[config.mk]
export PLATFORM = sky130hd
export DESIGN_NAME = exmem_cc_pipe_flat
export DESIGN_NICKNAME = d
export VERILOG_FILES = /design/src/rtl/exmem_cc_pipe_pkg.sv /design/src/rtl/exmem_cc_pipe_if.sv /design/src/rtl/exmem_cc_pipe_cond_eval.sv /design/src/rtl/exmem_cc_pipe.sv /design/src/flat_wrapper.sv
export SDC_FILE = /design/constraint.sdc
export NUM_CORES = 1
export LEC_CHECK = 0
export CAP_MARGIN = 0
export CORE_AREA = 2 2 171 173
export CTS_CLUSTER_DIAMETER = 50
export DETAILED_ROUTE_END_ITERATION = 10
export DIE_AREA = 0 0 173 175
export GPL_ROUTABILITY_DRIVEN = 0
export SYNTH_ARGS = -nofsm -noshare
export SYNTH_HDL_FRONTEND = slang
export SYNTH_SLANG_ARGS = --single-unit
[constraint.sdc]
create_clock -name clk -period 4.2 [get_ports clk]
set_clock_uncertainty 0.1 [all_clocks]
set_input_delay 0.42 -clock clk [delete_from_list [all_inputs] [get_ports clk]]
set_output_delay 0.42 -clock clk [all_outputs]
set_load 0.005 [all_outputs]
[src/rtl/exmem_cc_pipe_pkg.sv]
// y86_pkg: shared Y86-64 constants and types used by the E->M slice.
// Holds icode values, status codes, the "no register" ID, the branch/cmov
// condition encodings carried in ifun, the OPq function encodings and the
// condition-code bundle.
package y86_pkg;

  localparam logic [3:0] INOP  = 4'h1;
  localparam logic [3:0] ICMOV = 4'h2;
  localparam logic [3:0] IOPQ  = 4'h6;
  localparam logic [3:0] IJXX  = 4'h7;

  localparam logic [3:0] RNONE = 4'hF;

  localparam logic [3:0] SAOK = 4'h1;
  localparam logic [3:0] SHLT = 4'h2;
  localparam logic [3:0] SADR = 4'h3;
  localparam logic [3:0] SINS = 4'h4;

  typedef enum logic [3:0] {
    C_YES = 4'h0,
    C_LE  = 4'h1,
    C_L   = 4'h2,
    C_E   = 4'h3,
    C_NE  = 4'h4,
    C_GE  = 4'h5,
    C_G   = 4'h6
  } cond_e;

  typedef enum logic [3:0] {
    ALU_ADD = 4'h0,
    ALU_SUB = 4'h1,
    ALU_AND = 4'h2,
    ALU_XOR = 4'h3
  } alu_fn_e;

  typedef struct packed {
    logic zf;
    logic sf;
    logic of;
  } cc_t;

endpackage

[src/rtl/exmem_cc_pipe_if.sv]
// exmem_cc_pipe_if: bundle between the execute stage / pipeline control
// and the E->M register with condition codes.
//   E-side inputs : e_stat, e_icode, e_ifun, e_aluA, e_aluB, e_valE,
//                   e_valA, e_dstE, e_dstM
//   Status/control: m_stat, W_stat, M_stall, M_bubble
//   Comb outputs  : e_cnd, e_dstE_sel
//   Reg outputs   : cc_out, M_stat, M_icode, M_cnd, M_valE, M_valA,
//                   M_dstE, M_dstM
// master = execute/control side, slave = the pipe register.
interface exmem_cc_pipe_if #(parameter int unsigned WIDTH = 64);
  logic [3:0]       e_stat;
  logic [3:0]       e_icode;
  logic [3:0]       e_ifun;
  logic [WIDTH-1:0] e_aluA;
  logic [WIDTH-1:0] e_aluB;
  logic [WIDTH-1:0] e_valE;
  logic [WIDTH-1:0] e_valA;
  logic [3:0]       e_dstE;
  logic [3:0]       e_dstM;
  logic [3:0]       m_stat;
  logic [3:0]       W_stat;
  logic             M_stall;
  logic             M_bubble;
  logic             e_cnd;
  logic [3:0]       e_dstE_sel;
  logic [2:0]       cc_out;
  logic [3:0]       M_stat;
  logic [3:0]       M_icode;
  logic             M_cnd;
  logic [WIDTH-1:0] M_valE;
  logic [WIDTH-1:0] M_valA;
  logic [3:0]       M_dstE;
  logic [3:0]       M_dstM;

  modport master (
    output e_stat, e_icode, e_ifun, e_aluA, e_aluB, e_valE, e_valA,
           e_dstE, e_dstM, m_stat, W_stat, M_stall, M_bubble,
    input  e_cnd, e_dstE_sel, cc_out, M_stat, M_icode, M_cnd, M_valE,
           M_valA, M_dstE, M_dstM
  );

  modport slave (
    input  e_stat, e_icode, e_ifun, e_aluA, e_aluB, e_valE, e_valA,
           e_dstE, e_dstM, m_stat, W_stat, M_stall, M_bubble,
    output e_cnd, e_dstE_sel, cc_out, M_stat, M_icode, M_cnd, M_valE,
           M_valA, M_dstE, M_dstM
  );
endinterface

[src/rtl/exmem_cc_pipe_cond_eval.sv]
// cond_eval: combinational jXX/cmovXX condition from ifun and {ZF,SF,OF}.
//   ifun in 4  condition selector
//   cc   in 3  current flags
//   cnd  out 1 condition result (0 for unused encodings 7..15)
module cond_eval
  import y86_pkg::*;
(
  input  logic [3:0] ifun,
  input  cc_t        cc,
  output logic       cnd
);
  always_comb begin
    cnd = 1'b0;
    case (ifun)
      C_YES:   cnd = 1'b1;
      C_LE:    cnd = (cc.sf ^ cc.of) | cc.zf;
      C_L:     cnd = cc.sf ^ cc.of;
      C_E:     cnd = cc.zf;
      C_NE:    cnd = ~cc.zf;
      C_GE:    cnd = ~(cc.sf ^ cc.of);
      C_G:     cnd = ~(cc.sf ^ cc.of) & ~cc.zf;
      default: cnd = 1'b0;
    endcase
  end
endmodule

[src/rtl/exmem_cc_pipe.sv]
// exmem_cc_pipe: condition-code register, E-stage condition evaluation and
// the E->M pipeline register with stall/bubble control.
//   clk  in  rising-edge clock
//   rst  in  asynchronous active-high reset
//   bus  slave side of exmem_cc_pipe_if (E inputs, status/control, M outputs)
module exmem_cc_pipe
  import y86_pkg::*;
#(
  parameter int unsigned WIDTH = 64
) (
  input logic            clk,
  input logic            rst,
  exmem_cc_pipe_if.slave bus
);
  cc_t              cc_q, cc_d;
  logic             cnd;
  logic             set_cc;
  logic             of_new;
  logic             a_s, b_s, v_s;

  logic [3:0]       m_stat_q,  m_stat_d;
  logic [3:0]       m_icode_q, m_icode_d;
  logic             m_cnd_q,   m_cnd_d;
  logic [WIDTH-1:0] m_vale_q,  m_vale_d;
  logic [WIDTH-1:0] m_vala_q,  m_vala_d;
  logic [3:0]       m_dste_q,  m_dste_d;
  logic [3:0]       m_dstm_q,  m_dstm_d;
  logic [3:0]       dste_sel;

  // Condition uses the registered flags, so an OPq directly ahead of a
  // jXX/cmovXX is visible one cycle later, never in the same cycle.
  cond_eval u_cond_eval (
    .ifun (bus.e_ifun),
    .cc   (cc_q),
    .cnd  (cnd)
  );

  assign dste_sel = (bus.e_icode == ICMOV && !cnd) ? RNONE : bus.e_dstE;

  assign a_s = bus.e_aluA[WIDTH-1];
  assign b_s = bus.e_aluB[WIDTH-1];
  assign v_s = bus.e_valE[WIDTH-1];

  always_comb begin
    of_new = 1'b0;
    case (bus.e_ifun)
      ALU_ADD: of_new = (a_s == b_s) && (v_s != a_s);
      ALU_SUB: of_new = (a_s != b_s) && (v_s != b_s);  // valE = B - A
      default: of_new = 1'b0;
    endcase
  end

  // Stall also covers the stall+bubble error case, keeping CC untouched.
  assign set_cc = (bus.e_icode == IOPQ) && (bus.m_stat == SAOK) &&
                  (bus.W_stat == SAOK) && !bus.M_stall;

  always_comb begin
    cc_d = cc_q;
    if (set_cc) begin
      cc_d.zf = (bus.e_valE == '0);
      cc_d.sf = v_s;
      cc_d.of = of_new;
    end
  end

  always_comb begin
    m_stat_d  = m_stat_q;
    m_icode_d = m_icode_q;
    m_cnd_d   = m_cnd_q;
    m_vale_d  = m_vale_q;
    m_vala_d  = m_vala_q;
    m_dste_d  = m_dste_q;
    m_dstm_d  = m_dstm_q;
    if (bus.M_stall) begin
      // hold
    end else if (bus.M_bubble) begin
      m_stat_d  = SAOK;
      m_icode_d = INOP;
      m_cnd_d   = 1'b0;
      m_vale_d  = '0;
      m_vala_d  = '0;
      m_dste_d  = RNONE;
      m_dstm_d  = RNONE;
    end else begin
      m_stat_d  = bus.e_stat;
      m_icode_d = bus.e_icode;
      m_cnd_d   = cnd;
      m_vale_d  = bus.e_valE;
      m_vala_d  = bus.e_valA;
      m_dste_d  = dste_sel;
      m_dstm_d  = bus.e_dstM;
    end
  end

  always_ff @(posedge clk or posedge rst) begin
    if (rst) begin
      cc_q      <= '{zf: 1'b1, sf: 1'b0, of: 1'b0};
      m_stat_q  <= SAOK;
      m_icode_q <= INOP;
      m_cnd_q   <= 1'b0;
      m_vale_q  <= '0;
      m_vala_q  <= '0;
      m_dste_q  <= RNONE;
      m_dstm_q  <= RNONE;
    end else begin
      cc_q      <= cc_d;
      m_stat_q  <= m_stat_d;
      m_icode_q <= m_icode_d;
      m_cnd_q   <= m_cnd_d;
      m_vale_q  <= m_vale_d;
      m_vala_q  <= m_vala_d;
      m_dste_q  <= m_dste_d;
      m_dstm_q  <= m_dstm_d;
    end
  end

  assign bus.e_cnd      = cnd;
  assign bus.e_dstE_sel = dste_sel;
  assign bus.cc_out     = cc_q;
  assign bus.M_stat     = m_stat_q;
  assign bus.M_icode    = m_icode_q;
  assign bus.M_cnd      = m_cnd_q;
  assign bus.M_valE     = m_vale_q;
  assign bus.M_valA     = m_vala_q;
  assign bus.M_dstE     = m_dste_q;
  assign bus.M_dstM     = m_dstm_q;

endmodule

[src/flat_wrapper.sv]
// flat-port wrapper written by rule: the top's interface ports become plain ports
module exmem_cc_pipe_flat import y86_pkg::*;
#(
  parameter int unsigned WIDTH = 64
)
  (clk, rst, bus_e_stat, bus_e_icode, bus_e_ifun, bus_e_aluA, bus_e_aluB, bus_e_valE, bus_e_valA, bus_e_dstE, bus_e_dstM, bus_m_stat, bus_W_stat, bus_M_stall, bus_M_bubble, bus_e_cnd, bus_e_dstE_sel, bus_cc_out, bus_M_stat, bus_M_icode, bus_M_cnd, bus_M_valE, bus_M_valA, bus_M_dstE, bus_M_dstM);
  exmem_cc_pipe_if #(.WIDTH(WIDTH)) bus_i ();
  input logic clk;
  input logic rst;
  input wire logic [$bits(bus_i.e_stat)-1:0] bus_e_stat;
  input wire logic [$bits(bus_i.e_icode)-1:0] bus_e_icode;
  input wire logic [$bits(bus_i.e_ifun)-1:0] bus_e_ifun;
  input wire logic [$bits(bus_i.e_aluA)-1:0] bus_e_aluA;
  input wire logic [$bits(bus_i.e_aluB)-1:0] bus_e_aluB;
  input wire logic [$bits(bus_i.e_valE)-1:0] bus_e_valE;
  input wire logic [$bits(bus_i.e_valA)-1:0] bus_e_valA;
  input wire logic [$bits(bus_i.e_dstE)-1:0] bus_e_dstE;
  input wire logic [$bits(bus_i.e_dstM)-1:0] bus_e_dstM;
  input wire logic [$bits(bus_i.m_stat)-1:0] bus_m_stat;
  input wire logic [$bits(bus_i.W_stat)-1:0] bus_W_stat;
  input wire logic [$bits(bus_i.M_stall)-1:0] bus_M_stall;
  input wire logic [$bits(bus_i.M_bubble)-1:0] bus_M_bubble;
  output wire logic [$bits(bus_i.e_cnd)-1:0] bus_e_cnd;
  output wire logic [$bits(bus_i.e_dstE_sel)-1:0] bus_e_dstE_sel;
  output wire logic [$bits(bus_i.cc_out)-1:0] bus_cc_out;
  output wire logic [$bits(bus_i.M_stat)-1:0] bus_M_stat;
  output wire logic [$bits(bus_i.M_icode)-1:0] bus_M_icode;
  output wire logic [$bits(bus_i.M_cnd)-1:0] bus_M_cnd;
  output wire logic [$bits(bus_i.M_valE)-1:0] bus_M_valE;
  output wire logic [$bits(bus_i.M_valA)-1:0] bus_M_valA;
  output wire logic [$bits(bus_i.M_dstE)-1:0] bus_M_dstE;
  output wire logic [$bits(bus_i.M_dstM)-1:0] bus_M_dstM;
  assign bus_i.e_stat = bus_e_stat;
  assign bus_i.e_icode = bus_e_icode;
  assign bus_i.e_ifun = bus_e_ifun;
  assign bus_i.e_aluA = bus_e_aluA;
  assign bus_i.e_aluB = bus_e_aluB;
  assign bus_i.e_valE = bus_e_valE;
  assign bus_i.e_valA = bus_e_valA;
  assign bus_i.e_dstE = bus_e_dstE;
  assign bus_i.e_dstM = bus_e_dstM;
  assign bus_i.m_stat = bus_m_stat;
  assign bus_i.W_stat = bus_W_stat;
  assign bus_i.M_stall = bus_M_stall;
  assign bus_i.M_bubble = bus_M_bubble;
  assign bus_e_cnd = bus_i.e_cnd;
  assign bus_e_dstE_sel = bus_i.e_dstE_sel;
  assign bus_cc_out = bus_i.cc_out;
  assign bus_M_stat = bus_i.M_stat;
  assign bus_M_icode = bus_i.M_icode;
  assign bus_M_cnd = bus_i.M_cnd;
  assign bus_M_valE = bus_i.M_valE;
  assign bus_M_valA = bus_i.M_valA;
  assign bus_M_dstE = bus_i.M_dstE;
  assign bus_M_dstM = bus_i.M_dstM;
  exmem_cc_pipe #(.WIDTH(WIDTH)) u_core (.clk(clk), .rst(rst), .bus(bus_i));
endmodule
==> metrics.txt <==
core footprint 28400 um^2; IO buf count 314; CTS tree done; Final period util 0.725; Area Growth Syn to Fin 75.3%; H-tree depth 4; nets 1002; # clock sinks 148; pin count of the biggest net entering global routing 149; share of cells above drive strength 1 0.0729; GRT Residual Overflow 0; Seq. cell area 3720 um^2; Rel. slew slack 0.433; initial drt markers 170; Netlist Area Pre-Place 5560 um^2; Ys Warns 0; Post-synth top cells 137 x dfrtp_1, 132 x a22o_1, 21 x clkbuf_1; antenna violations before repair 2; GRT Util Overall 0.134; Num CTS Buffers 17; IO Pins 441; Final setup viols 0; worst-path fanout max 8; R2R cell count 5; chip width 173 um; footprint of the multi-input gates 1700 um^2; site row count 62; maximum operating frequency 328 MHz; chip height 175 um; DR DRC count 0; outcome finished, final reports clean; syn_nets 696; Critical Path Sink Type output pin; fill count 2854; Critical Path Start Type input pin; first-pass GRT wire length 30900 um; post-synth top area share 0.617; WL/cell 18.3 um; WHS Path Cells 2; Worst-Margin Slew 0.851 ns; CTS Hold Bufs 0; vias in the first global route 4948; min-delay worst type flip-flop to flip-flop; DR pass1 iterations 4; sequential fraction of the synthesis area 0.669; setup repair bufs after CTS 0; die area 30300 um^2; post-DP HPWL 14500 um; post-route ant nets 0; Final Hold Vio Count 0; most common cell in the synthesized netlist dfrtp_1; peak supply drop 0.176 mV; setup_tns 0 ns; Power Density 397 nW/um^2; total power 3.86 mW; WP data required 3.68 ns; crit path time final 3.05 ns; area leader, netlist dfrtp_1; unrepaired setup endpoints after global routing false; vias 4680; clk slew on worst S/H paths 0.07 ns; Max Cap Viol 0; synthesized instance count 408; number of library cell types mapped by synthesis 28; vias per cell 4.21; FFs w/ async S/R, synth 1.00; synthesized area per cell 13.6 um^2; CTS max path bufs 2; cts repair resizes 0; #FFs+latches synth 148; Lkg Pwr 4.08 nW; prevailing post-synth register cell dfrtp_1; clock root buffer clkbuf_16; WP data arrival 2.53 ns; routed wire length 20400 um; cells taking the most area after synthesis dfrtp_1 62%, a22o_1 21%, dfstp_2 5.2%; CP Class input pin to output pin; max-slew violations 0; number of flops mapped to enable cells by yosys 0; Initial Utilization 0.196; clk_lat worst skew 0.41 ns
per-layer routing:
metal | vias to the layer above | track usage | wire length [um] | part of all wire
met1 | 2283 | 0.177 | 9350 | 0.46
met3 | 17 | 0.0535 | 1650 | 0.081
met4 | 4 | 0.0367 | 272 | 0.013
met5 | - | 0 | 26 | 0.0013
li1 | 2180 | - | - | -
met2 | 196 | 0.203 | 9090 | 0.45
logic make-up (layout without fill, tap and decap cells):
family	Yosys count	count (layout)	synth area share
muxes	2	2	0.00383
and+or+nand+nor	66	66	0.0682
AOI/OAI and AO/OA	154	154	0.229
other	0	1	0
buffers and inverters	36	355	0.0270
xor gates and xnor gates	2	2	0.00315
DFF	148	148	0.669
final cells by class:
| type | count | share of cell area |
|---|---|---|
| Tap cell | 384 | 0.0493 |
| Clock buffer | 18 | 0.0440 |
| Sequential cell | 148 | 0.382 |
| Multi-Input combinational cell | 224 | 0.174 |
| Clock inverter | 14 | 0.0194 |
| Inverter | 3 | 0.00154 |
| Timing Repair Buffer | 320 | 0.330 |
| Antenna cell | 1 | 0.000257 |
flip-flops by register name (all words and copies together), names as in the netlist:
name	count
u_core.bus.M_valA	64
u_core.bus.M_valE	64
u_core.bus.M_dstE	4
u_core.bus.M_dstM	4
u_core.bus.M_icode	4
u_core.bus.M_stat	4
u_core.bus.cc_out	3
u_core.bus.M_cnd	1
cell usage in the layout (no fill, tap or decap), types with 3 or more instances in the layout:
cell | Yosys | final
a22o_1 | 132 | 132
nor4_1 | 16 | 16
nand2b_1 | 8 | 8
clkdlybuf4s50_1 | 0 | 313
nor2_1 | 10 | 9
o21ai_0 | 10 | 10
nor3_1 | 5 | 5
nor2b_1 | 4 | 4
a21oi_1 | 6 | 6
inv_6 | 0 | 5
clkbuf_16 | 0 | 17
clkinvlp_4 | 0 | 3
o21ai_1 | 3 | 3
nand4_1 | 4 | 4
nand2_1 | 11 | 11
bufinv_16 | 0 | 3
dfstp_2 | 11 | 11
dfrtp_1 | 137 | 137
buf_4 | 0 | 5
report_power, final:
| group | internal, mW | total [mW] | switching [mW] |
|---|---|---|---|
| Combinational | 0.408 | 0.629 | 0.221 |
| Sequential | 1.54 | 1.60 | 0.0608 |
| Clock | 0.957 | 1.63 | 0.677 |
through the flow:
stage	instance area, um^2	worst slack, ns	util	hold slack, ns	std cells
finish	9740	1.15	0.343	0.387	1112
global route	9740	0.964	0.343	0.414	1111
CTS	9740	1.12	0.343	0.393	1111
detailed placement	9120	1.15	0.321	0.382	1079
global placement	9120	1.14	0.321	0.369	1079
floorplan	5560	1.83	-	0.376	408
worst paths after layout:
path,startpoint,to,slack (ns)
worst max-delay path,bus_e_ifun[0],bus_e_dstE_sel[2],1.15
worst min-delay path,u_core.bus.M_stat[0],u_core.bus.M_stat[0],0.39
worst max register to register,u_core.bus.cc_out[2],u_core.bus.M_dstE[0],2.32
worst min register to register,u_core.bus.M_stat[0],u_core.bus.M_stat[0],0.39
max in group asynchronous,rst,u_core.bus.M_valE[32],2.84
min in group asynchronous,rst,u_core.bus.M_valE[29],0.48
worst max-delay path, cell delays in order:
cell and delay [ns]:
clkdlybuf4s50_1 0.59, inv_1 0.07, o21ai_0 0.16, a21oi_1 0.10, o21ai_1 0.59, nand2b_1 0.10, clkdlybuf4s50_1 0.49
No activity file was read; power rests on OpenSTA's default activity.
